**config.mk**
```make
export PLATFORM = sky130hd
export DESIGN_NAME = z88_mem_arb_flat
export DESIGN_NICKNAME = d
export VERILOG_FILES = /design/src/rtl/z88_mem_arb_if.sv /design/src/rtl/z88_mem_arb.sv /design/src/flat_wrapper.sv
export SDC_FILE = /design/constraint.sdc
export NUM_CORES = 1
export LEC_CHECK = 0
export ABC_CLOCK_PERIOD_IN_PS = 4300
export CAP_MARGIN = 30
export CORE_MARGIN = 3
export CORE_UTILIZATION = 46
export DETAILED_ROUTE_END_ITERATION = 16
export GPL_TIMING_DRIVEN = 0
export PLACE_DENSITY_LB_ADDON = 0.12
export SYNTH_ARGS = -nofsm -noshare
export SYNTH_HDL_FRONTEND = slang
export SYNTH_SLANG_ARGS = --single-unit
```
**constraint.sdc**
```tcl
create_clock -name mck -period 4.3 [get_ports mck]
set_clock_uncertainty 0.05 [all_clocks]
set_input_delay 0.43 -clock mck [delete_from_list [all_inputs] [get_ports mck]]
set_output_delay 0.43 -clock mck [all_outputs]
set_load 0.005 [all_outputs]
```
**src/rtl/z88_mem_arb_if.sv**
```systemverilog
// Bus bundle between the Z88 memory arbiter, its two requesters and the memory pins.
// slave: the arbiter side; master: CPU port, screen engine and memory environment.
interface z88_mem_arb_if;
  logic        lcdon;
  logic        cpu_req;
  logic        cpu_wr;
  logic [21:0] cpu_a;
  logic [7:0]  cpu_do;
  logic [7:0]  cpu_di;
  logic        cpu_ack;
  logic        cpu_wait_n;
  logic        scr_req;
  logic [21:0] scr_a;
  logic [7:0]  scr_di;
  logic        scr_ack;
  logic [21:0] ma;
  logic [7:0]  cdi;
  logic [7:0]  cdo;
  logic        roe_n;
  logic        rwe_n;
  logic        ipce_n;
  logic        irce_n;
  logic        se1_n;
  logic        se2_n;
  logic        se3_n;

  modport slave (
    input  lcdon, cpu_req, cpu_wr, cpu_a, cpu_do, scr_req, scr_a, cdi,
    output cpu_di, cpu_ack, cpu_wait_n, scr_di, scr_ack, ma, cdo,
           roe_n, rwe_n, ipce_n, irce_n, se1_n, se2_n, se3_n
  );

  modport master (
    output lcdon, cpu_req, cpu_wr, cpu_a, cpu_do, scr_req, scr_a, cdi,
    input  cpu_di, cpu_ack, cpu_wait_n, scr_di, scr_ack, ma, cdo,
           roe_n, rwe_n, ipce_n, irce_n, se1_n, se2_n, se3_n
  );
endinterface

```
**src/rtl/z88_mem_arb.sv**
```systemverilog
// Z88 main-memory arbiter: CPU-priority sharing of the memory bus with the screen
// fetch engine, starvation-forced screen slots, registered strobes and chip enables.
module z88_mem_arb #(
  parameter int unsigned ACC_CYC = 2,
  parameter int unsigned STARVE  = 4
) (
  input  logic         mck,
  input  logic         rin_n,
  z88_mem_arb_if.slave bus
);
  typedef enum logic [1:0] {IDLE, ACC, REL} state_e;
  typedef enum logic       {OWN_CPU, OWN_SCR} owner_e;

  state_e      state_q,   state_d;
  owner_e      owner_q,   owner_d;
  logic [2:0]  acnt_q,    acnt_d;
  logic [3:0]  starve_q,  starve_d;
  logic        wr_q,      wr_d;
  logic [21:0] ma_q,      ma_d;
  logic [7:0]  cdo_q,     cdo_d;
  logic [7:0]  cpu_di_q,  cpu_di_d;
  logic [7:0]  scr_di_q,  scr_di_d;
  logic        cpu_ack_q, cpu_ack_d;
  logic        scr_ack_q, scr_ack_d;
  logic        roe_n_q,   roe_n_d;
  logic        rwe_n_q,   rwe_n_d;
  // {ipce_n, irce_n, se1_n, se2_n, se3_n}
  logic [4:0]  ce_n_q,    ce_n_d;

  logic sreq;
  logic grant_cpu;
  logic grant_scr;
  logic acc_done;
  logic acc_next;
  logic rom_next;

  // State register
  always_ff @(posedge mck or negedge rin_n) begin
    if (!rin_n) begin
      state_q   <= IDLE;
      owner_q   <= OWN_CPU;
      acnt_q    <= '0;
      starve_q  <= '0;
      wr_q      <= 1'b0;
      ma_q      <= '0;
      cdo_q     <= '0;
      cpu_di_q  <= '0;
      scr_di_q  <= '0;
      cpu_ack_q <= 1'b0;
      scr_ack_q <= 1'b0;
      roe_n_q   <= 1'b1;
      rwe_n_q   <= 1'b1;
      ce_n_q    <= '1;
    end else begin
      state_q   <= state_d;
      owner_q   <= owner_d;
      acnt_q    <= acnt_d;
      starve_q  <= starve_d;
      wr_q      <= wr_d;
      ma_q      <= ma_d;
      cdo_q     <= cdo_d;
      cpu_di_q  <= cpu_di_d;
      scr_di_q  <= scr_di_d;
      cpu_ack_q <= cpu_ack_d;
      scr_ack_q <= scr_ack_d;
      roe_n_q   <= roe_n_d;
      rwe_n_q   <= rwe_n_d;
      ce_n_q    <= ce_n_d;
    end
  end

  // Next-state: arbitration in IDLE, access countdown in ACC, starvation tracking
  always_comb begin
    sreq      = bus.scr_req & bus.lcdon;
    grant_scr = 1'b0;
    grant_cpu = 1'b0;
    if (state_q == IDLE) begin
      grant_scr = sreq & (~bus.cpu_req | (starve_q == 4'(STARVE)));
      grant_cpu = bus.cpu_req & ~grant_scr;
    end
    acc_done = (state_q == ACC) && (acnt_q == '0);

    state_d  = state_q;
    owner_d  = owner_q;
    acnt_d   = acnt_q;
    wr_d     = wr_q;
    ma_d     = ma_q;
    cdo_d    = cdo_q;
    starve_d = starve_q;

    unique case (state_q)
      IDLE: begin
        if (grant_cpu | grant_scr) begin
          state_d = ACC;
          owner_d = grant_scr ? OWN_SCR : OWN_CPU;
          acnt_d  = 3'(ACC_CYC - 1);
          wr_d    = grant_cpu & bus.cpu_wr;
          ma_d    = grant_scr ? bus.scr_a : bus.cpu_a;
          cdo_d   = bus.cpu_do;
        end
      end
      ACC: begin
        if (acc_done) state_d = REL;
        else          acnt_d  = acnt_q - 3'd1;
      end
      REL:     state_d = IDLE;
      default: state_d = IDLE;
    endcase

    if (grant_scr)
      starve_d = '0;
    else if (grant_cpu && sreq && (starve_q < 4'(STARVE)))
      starve_d = starve_q + 4'd1;
  end

  // Outputs: strobes are computed from the next state/address so the registered
  // pins are low for exactly the ACC cycles.
  always_comb begin
    cpu_ack_d = acc_done & (owner_q == OWN_CPU);
    scr_ack_d = acc_done & (owner_q == OWN_SCR);
    cpu_di_d  = cpu_ack_d ? bus.cdi : cpu_di_q;
    scr_di_d  = scr_ack_d ? bus.cdi : scr_di_q;

    acc_next = (state_d == ACC);
    rom_next = (ma_d[21:19] == 3'b000);

    ce_n_d = '1;
    if (acc_next) begin
      if (rom_next)                    ce_n_d[4] = 1'b0;
      else if (ma_d[21:19] == 3'b001)  ce_n_d[3] = 1'b0;
      else begin
        unique case (ma_d[21:20])
          2'b01:   ce_n_d[2] = 1'b0;
          2'b10:   ce_n_d[1] = 1'b0;
          default: ce_n_d[0] = 1'b0;
        endcase
      end
    end

    roe_n_d = ~(acc_next & ~wr_d);
    rwe_n_d = ~(acc_next & wr_d & ~rom_next);
  end

  assign bus.ma      = ma_q;
  assign bus.cdo     = cdo_q;
  assign bus.cpu_di  = cpu_di_q;
  assign bus.scr_di  = scr_di_q;
  assign bus.cpu_ack = cpu_ack_q;
  assign bus.scr_ack = scr_ack_q;
  assign bus.roe_n   = roe_n_q;
  assign bus.rwe_n   = rwe_n_q;
  assign bus.ipce_n  = ce_n_q[4];
  assign bus.irce_n  = ce_n_q[3];
  assign bus.se1_n   = ce_n_q[2];
  assign bus.se2_n   = ce_n_q[1];
  assign bus.se3_n   = ce_n_q[0];

  assign bus.cpu_wait_n = ~(bus.cpu_req &
                            ~(((state_q == ACC) || (state_q == REL)) && (owner_q == OWN_CPU)));
endmodule

```
**src/flat_wrapper.sv**
```systemverilog
// flat-port wrapper written by rule: the top's interface ports become plain ports
module z88_mem_arb_flat 
#(
  parameter int unsigned ACC_CYC = 2,
  parameter int unsigned STARVE  = 4
)
  (mck, rin_n, bus_lcdon, bus_cpu_req, bus_cpu_wr, bus_cpu_a, bus_cpu_do, bus_scr_req, bus_scr_a, bus_cdi, bus_cpu_di, bus_cpu_ack, bus_cpu_wait_n, bus_scr_di, bus_scr_ack, bus_ma, bus_cdo, bus_roe_n, bus_rwe_n, bus_ipce_n, bus_irce_n, bus_se1_n, bus_se2_n, bus_se3_n);
  z88_mem_arb_if bus_i ();
  input  logic mck;
  input  logic rin_n;
  input wire logic [$bits(bus_i.lcdon)-1:0] bus_lcdon;
  input wire logic [$bits(bus_i.cpu_req)-1:0] bus_cpu_req;
  input wire logic [$bits(bus_i.cpu_wr)-1:0] bus_cpu_wr;
  input wire logic [$bits(bus_i.cpu_a)-1:0] bus_cpu_a;
  input wire logic [$bits(bus_i.cpu_do)-1:0] bus_cpu_do;
  input wire logic [$bits(bus_i.scr_req)-1:0] bus_scr_req;
  input wire logic [$bits(bus_i.scr_a)-1:0] bus_scr_a;
  input wire logic [$bits(bus_i.cdi)-1:0] bus_cdi;
  output wire logic [$bits(bus_i.cpu_di)-1:0] bus_cpu_di;
  output wire logic [$bits(bus_i.cpu_ack)-1:0] bus_cpu_ack;
  output wire logic [$bits(bus_i.cpu_wait_n)-1:0] bus_cpu_wait_n;
  output wire logic [$bits(bus_i.scr_di)-1:0] bus_scr_di;
  output wire logic [$bits(bus_i.scr_ack)-1:0] bus_scr_ack;
  output wire logic [$bits(bus_i.ma)-1:0] bus_ma;
  output wire logic [$bits(bus_i.cdo)-1:0] bus_cdo;
  output wire logic [$bits(bus_i.roe_n)-1:0] bus_roe_n;
  output wire logic [$bits(bus_i.rwe_n)-1:0] bus_rwe_n;
  output wire logic [$bits(bus_i.ipce_n)-1:0] bus_ipce_n;
  output wire logic [$bits(bus_i.irce_n)-1:0] bus_irce_n;
  output wire logic [$bits(bus_i.se1_n)-1:0] bus_se1_n;
  output wire logic [$bits(bus_i.se2_n)-1:0] bus_se2_n;
  output wire logic [$bits(bus_i.se3_n)-1:0] bus_se3_n;
  assign bus_i.lcdon = bus_lcdon;
  assign bus_i.cpu_req = bus_cpu_req;
  assign bus_i.cpu_wr = bus_cpu_wr;
  assign bus_i.cpu_a = bus_cpu_a;
  assign bus_i.cpu_do = bus_cpu_do;
  assign bus_i.scr_req = bus_scr_req;
  assign bus_i.scr_a = bus_scr_a;
  assign bus_i.cdi = bus_cdi;
  assign bus_cpu_di = bus_i.cpu_di;
  assign bus_cpu_ack = bus_i.cpu_ack;
  assign bus_cpu_wait_n = bus_i.cpu_wait_n;
  assign bus_scr_di = bus_i.scr_di;
  assign bus_scr_ack = bus_i.scr_ack;
  assign bus_ma = bus_i.ma;
  assign bus_cdo = bus_i.cdo;
  assign bus_roe_n = bus_i.roe_n;
  assign bus_rwe_n = bus_i.rwe_n;
  assign bus_ipce_n = bus_i.ipce_n;
  assign bus_irce_n = bus_i.irce_n;
  assign bus_se1_n = bus_i.se1_n;
  assign bus_se2_n = bus_i.se2_n;
  assign bus_se3_n = bus_i.se3_n;
  z88_mem_arb #(.ACC_CYC(ACC_CYC), .STARVE(STARVE)) u_core (.mck(mck), .rin_n(rin_n), .bus(bus_i));
endmodule
```
==> qor.csv <==
stage,metric,value,unit
floorplan,die_h,85.3,um
finish,antenna_cells,0,
power,finalPower,3.11,mW
synthesis,synth-edff-count,0,
run,drv_cap,0,
synthesis,synthTopCellsByArea,"dfrtp_1 51%, mux2i_1 7.6%, nand2_1 6.5%",
route,drt-initial-drc-count,120,
route,wl_met1,3070,um
sta,worst_pin_slew,0.830,ns
floorplan,die_w,85.3,um
synthesis,synthMuxAreaShare,13.9,%
power,swShare,30.9,%
synthesis,syn_area,2890,um^2
placed_design,port_buffers,121,
synthesis,synth_top_family_by_area,multiplexers,
power,p_leak,2.00,nW
placed_design,dp_hpwl,5320,um
clock_tree,htreeDepth,3,
synthesis,synth-async-reset-ratio,100,%
synthesis,synth.largest_area_cell,dfrtp_1,
synthesis,synth_fa_ha_area_share,2.60,%
route,num_vias,2409,
global_route,grt_max_degree,67,
synthesis,synth_cells,257,
global_route,grt_usage,21.8,%
critical_path,worstPathMaxFanout,4,
route,drcViolationCount,0,
clock_tree,cts_tree,done,
floorplan,std_cell_rows,28,
critical_path,critPathRequiredTime,3.82,ns
finish,area_delta_synth_final,54.6,%
critical_path,crit_type,flop to output port,
finish,drive_gt1_share,11.9,%
placed_design,dp_worst_setup_slack,1.90,ns
synthesis,synth-seq-cells,66,
critical_path,reg2reg_to,u_core.bus.cpu_di[3],
clock_tree,cts_hold_buf,0,
sta,hold_viol,0,
critical_path,cp-start-kind,flop,
clock_tree,path_clk_slew,0.08,ns
sta,fin_crit,2.33,ns
route,detail_route.wl_per_cell,16.1,um
floorplan,io_pins,122,
placed_design,gp_congestion,0.780,
clock_tree,cts_resized,0,
sta,fin_crit_sh,54.3,%
synthesis,ys.flop_type,dfrtp_1,
synthesis,yosys.area_share.simple,11.5,%
critical_path,crit_top_cell,inv_1,
sta,fmax,428,MHz
power,p_comb_share,42.6,%
sta,slew_viol_final,0,
route,dr_wl_met3,555,um
floorplan,dieArea,7270,um^2
critical_path,r2r-start,u_core.acnt_q[0],
clock_tree,cts_setup_buffers,0,
sta,setup_tns,0,ns
worst_hold_path,hold_path_class,primary input to asynchronous set/reset pin,
finish,fin_util,74.6,%
finish,nets,461,
power,peakVddDrop,0.000406,V
power,switching_power,960,uW
critical_path,r2r_slack,2.08,ns
power,clockPowerShare,23.0,%
critical_path,end_kind,output port,
critical_path,crit_family,buffers and inverters,
synthesis,syn-num-nets,329,
clock_tree,cts_buffers,9,
power,intPower,2.15,mW
critical_path,arrival,1.85,ns
synthesis,synth_top_area_share,51.1,%
clock_tree,cts.sinks,66,
critical_path,crit_buf_inv,3,
sta,layout_setup_ws,1.97,ns
power,cellPowerDensity,696,nW/um^2
power,power_frac_seq,34.3,%
route,met2WireLength,3770,um
critical_path,crit_path_top_delay_cell,clkdlybuf4s50_1,
synthesis,synth_area_per_cell,11.2,um^2
critical_path,worstPathCellList,"inv_1, ha_1, inv_1, o21ai_0, clkdlybuf4s50_1",
clock_tree,cts.path.max_buffers,2,
route,top_layer,met4,
global_route,grt_remaining_overflow,0,
route,drt_wl_total,7540,um
sta,setup_viol,0,
route,ant_nets,0,
critical_path,reg2reg_depth,8,
synthesis,synth_xor_area_share,0.303,%
route,dr.pass1.iters,4,
synthesis,ys_types,36,
sta,rsz0062_at_grt,no,
clock_tree,root_buffer,clkbuf_8,
clock_tree,clk_latency,0.34,ns
synthesis,synth_compound_area_share,11.0,%
floorplan,start_util,48.2,%
global_route,antenna_found_initial,0,
route,via_per_inst,5.14,
global_route,grt_pass1_wl,12200,um
floorplan,coreArea,5990,um^2
synthesis,yosys_warnings,0,
run_status,status,completed,
critical_path,max_stage_delay,0.54,ns
sta,slew_headroom,44.7,%
synthesis,yosysSeqAreaShare,57.5,%
global_route,grt_pass1_vias,2450,
[worst register-to-register path: stages, from the launching register on]
cell and delay [ns]:
dfrtp_1 0.43, inv_1 0.07, ha_1 0.20, ha_1 0.19, clkbuf_1 0.23, nand3b_1 0.38, clkinv_1 0.36, nand2_1 0.16
nand2_1 0.05
[synthesized netlist by cell type (5+ instances only)]
cell      number
a21o_1         5
a21oi_1        7
clkbuf_1       7
dfrtp_1       59
dfstp_2        7
ha_1           6
inv_1         13
mux2_2        16
mux2i_1       22
nand2_1       50
nand3_1        7
nor2_1         5
o21ai_0       22
[layer usage]
layer / vias up / track usage (%)
met5: - / 0
met4: 0 / 7.48
met3: 10 / 7.48
met2: 77 / 35.2
met1: 1174 / 27.3
li1: 1148 / -
[cell usage in the layout (no fill, tap or decap), types with 6 or more instances in the layout]
cell type,count
inv_1,13
clkdlybuf4s50_1,120
a21oi_1,7
mux2_2,16
clkbuf_1,7
o21ai_0,22
nand3_1,7
clkbuf_8,10
mux2i_1,22
dfrtp_1,59
nand2_1,50
dfstp_2,7
ha_1,6
[flip-flops by register name, indices dropped and copies added, names as in the netlist]
name / flops
u_core.bus.ma: 22
u_core.bus.cdo: 8
u_core.bus.cpu_di: 8
u_core.bus.scr_di: 8
u_core.ce_n_q: 5
u_core.starve_q: 4
u_core.acnt_q: 3
u_core.state_q: 2
u_core.bus.cpu_ack: 1
u_core.bus.roe_n: 1
u_core.bus.rwe_n: 1
u_core.bus.scr_ack: 1
u_core.owner_q: 1
u_core.wr_q: 1
[cell families (layout without fill, tap and decap cells)]
kind of cell               count (synthesis)  after routing
and+or+nand+nor                           74             74
DFF                                       66             66
AOI/OAI and AO/OA                         47             47
muxes                                     38             38
buffers and inverters                     25            162
adders and majority gates                  6              6
xor gates and xnor gates                   1              1
[worst max-delay path by stage]
stage                            to  slack [ns]  cells past startpoint         startpoint
2_1_floorplan      u_core.ce_n_q[4]        2.41                      7   u_core.acnt_q[0]
3_3_place_gp   u_core.bus.scr_di[3]        0.50                      1              rin_n
3_5_place_dp       u_core.ce_n_q[4]        1.90                      6        bus_cpu_req
4_1_cts              bus_cpu_wait_n        1.99                      5  u_core.state_q[1]
5_1_grt              bus_cpu_wait_n        1.86                      5  u_core.state_q[1]
6_report             bus_cpu_wait_n        1.97                      5  u_core.state_q[1]
[area by class of cell]
| cell class | count | area (um^2) |
|---|---|---|
| clock inverter | 6 | 138 |
| timing repair buffer | 121 | 1210 |
| buffer | 10 | 37.5 |
| inverter | 15 | 56.3 |
| fill | 422 | 1520 |
| sequential | 66 | 1660 |
| clock buffer | 10 | 138 |
| multi-input combinational | 166 | 1130 |
| tap | 75 | 93.8 |
[per-stage QoR]
stage / cells / area (um^2) / hold slack [ns]
after CTS: 469 / 4470 / 0.173
after floorplan: 257 / 2890 / 0.0844
after global placement: 453 / 4190 / 0.408
final: 469 / 4470 / 0.130
after detailed placement: 453 / 4190 / 0.411
after global routing: 469 / 4470 / 0.192
[power groups by stage]
stage	clock, mW	combinational (mW)	sequential [mW]
floorplan	0	0.590	1.09
global placement	0	1.30	1.06
detailed placement	0	1.33	1.08
CTS	0.726	1.34	1.07
global route	0.758	1.45	1.10
finish	0.716	1.33	1.07
(Power assumes the default switching activity.)
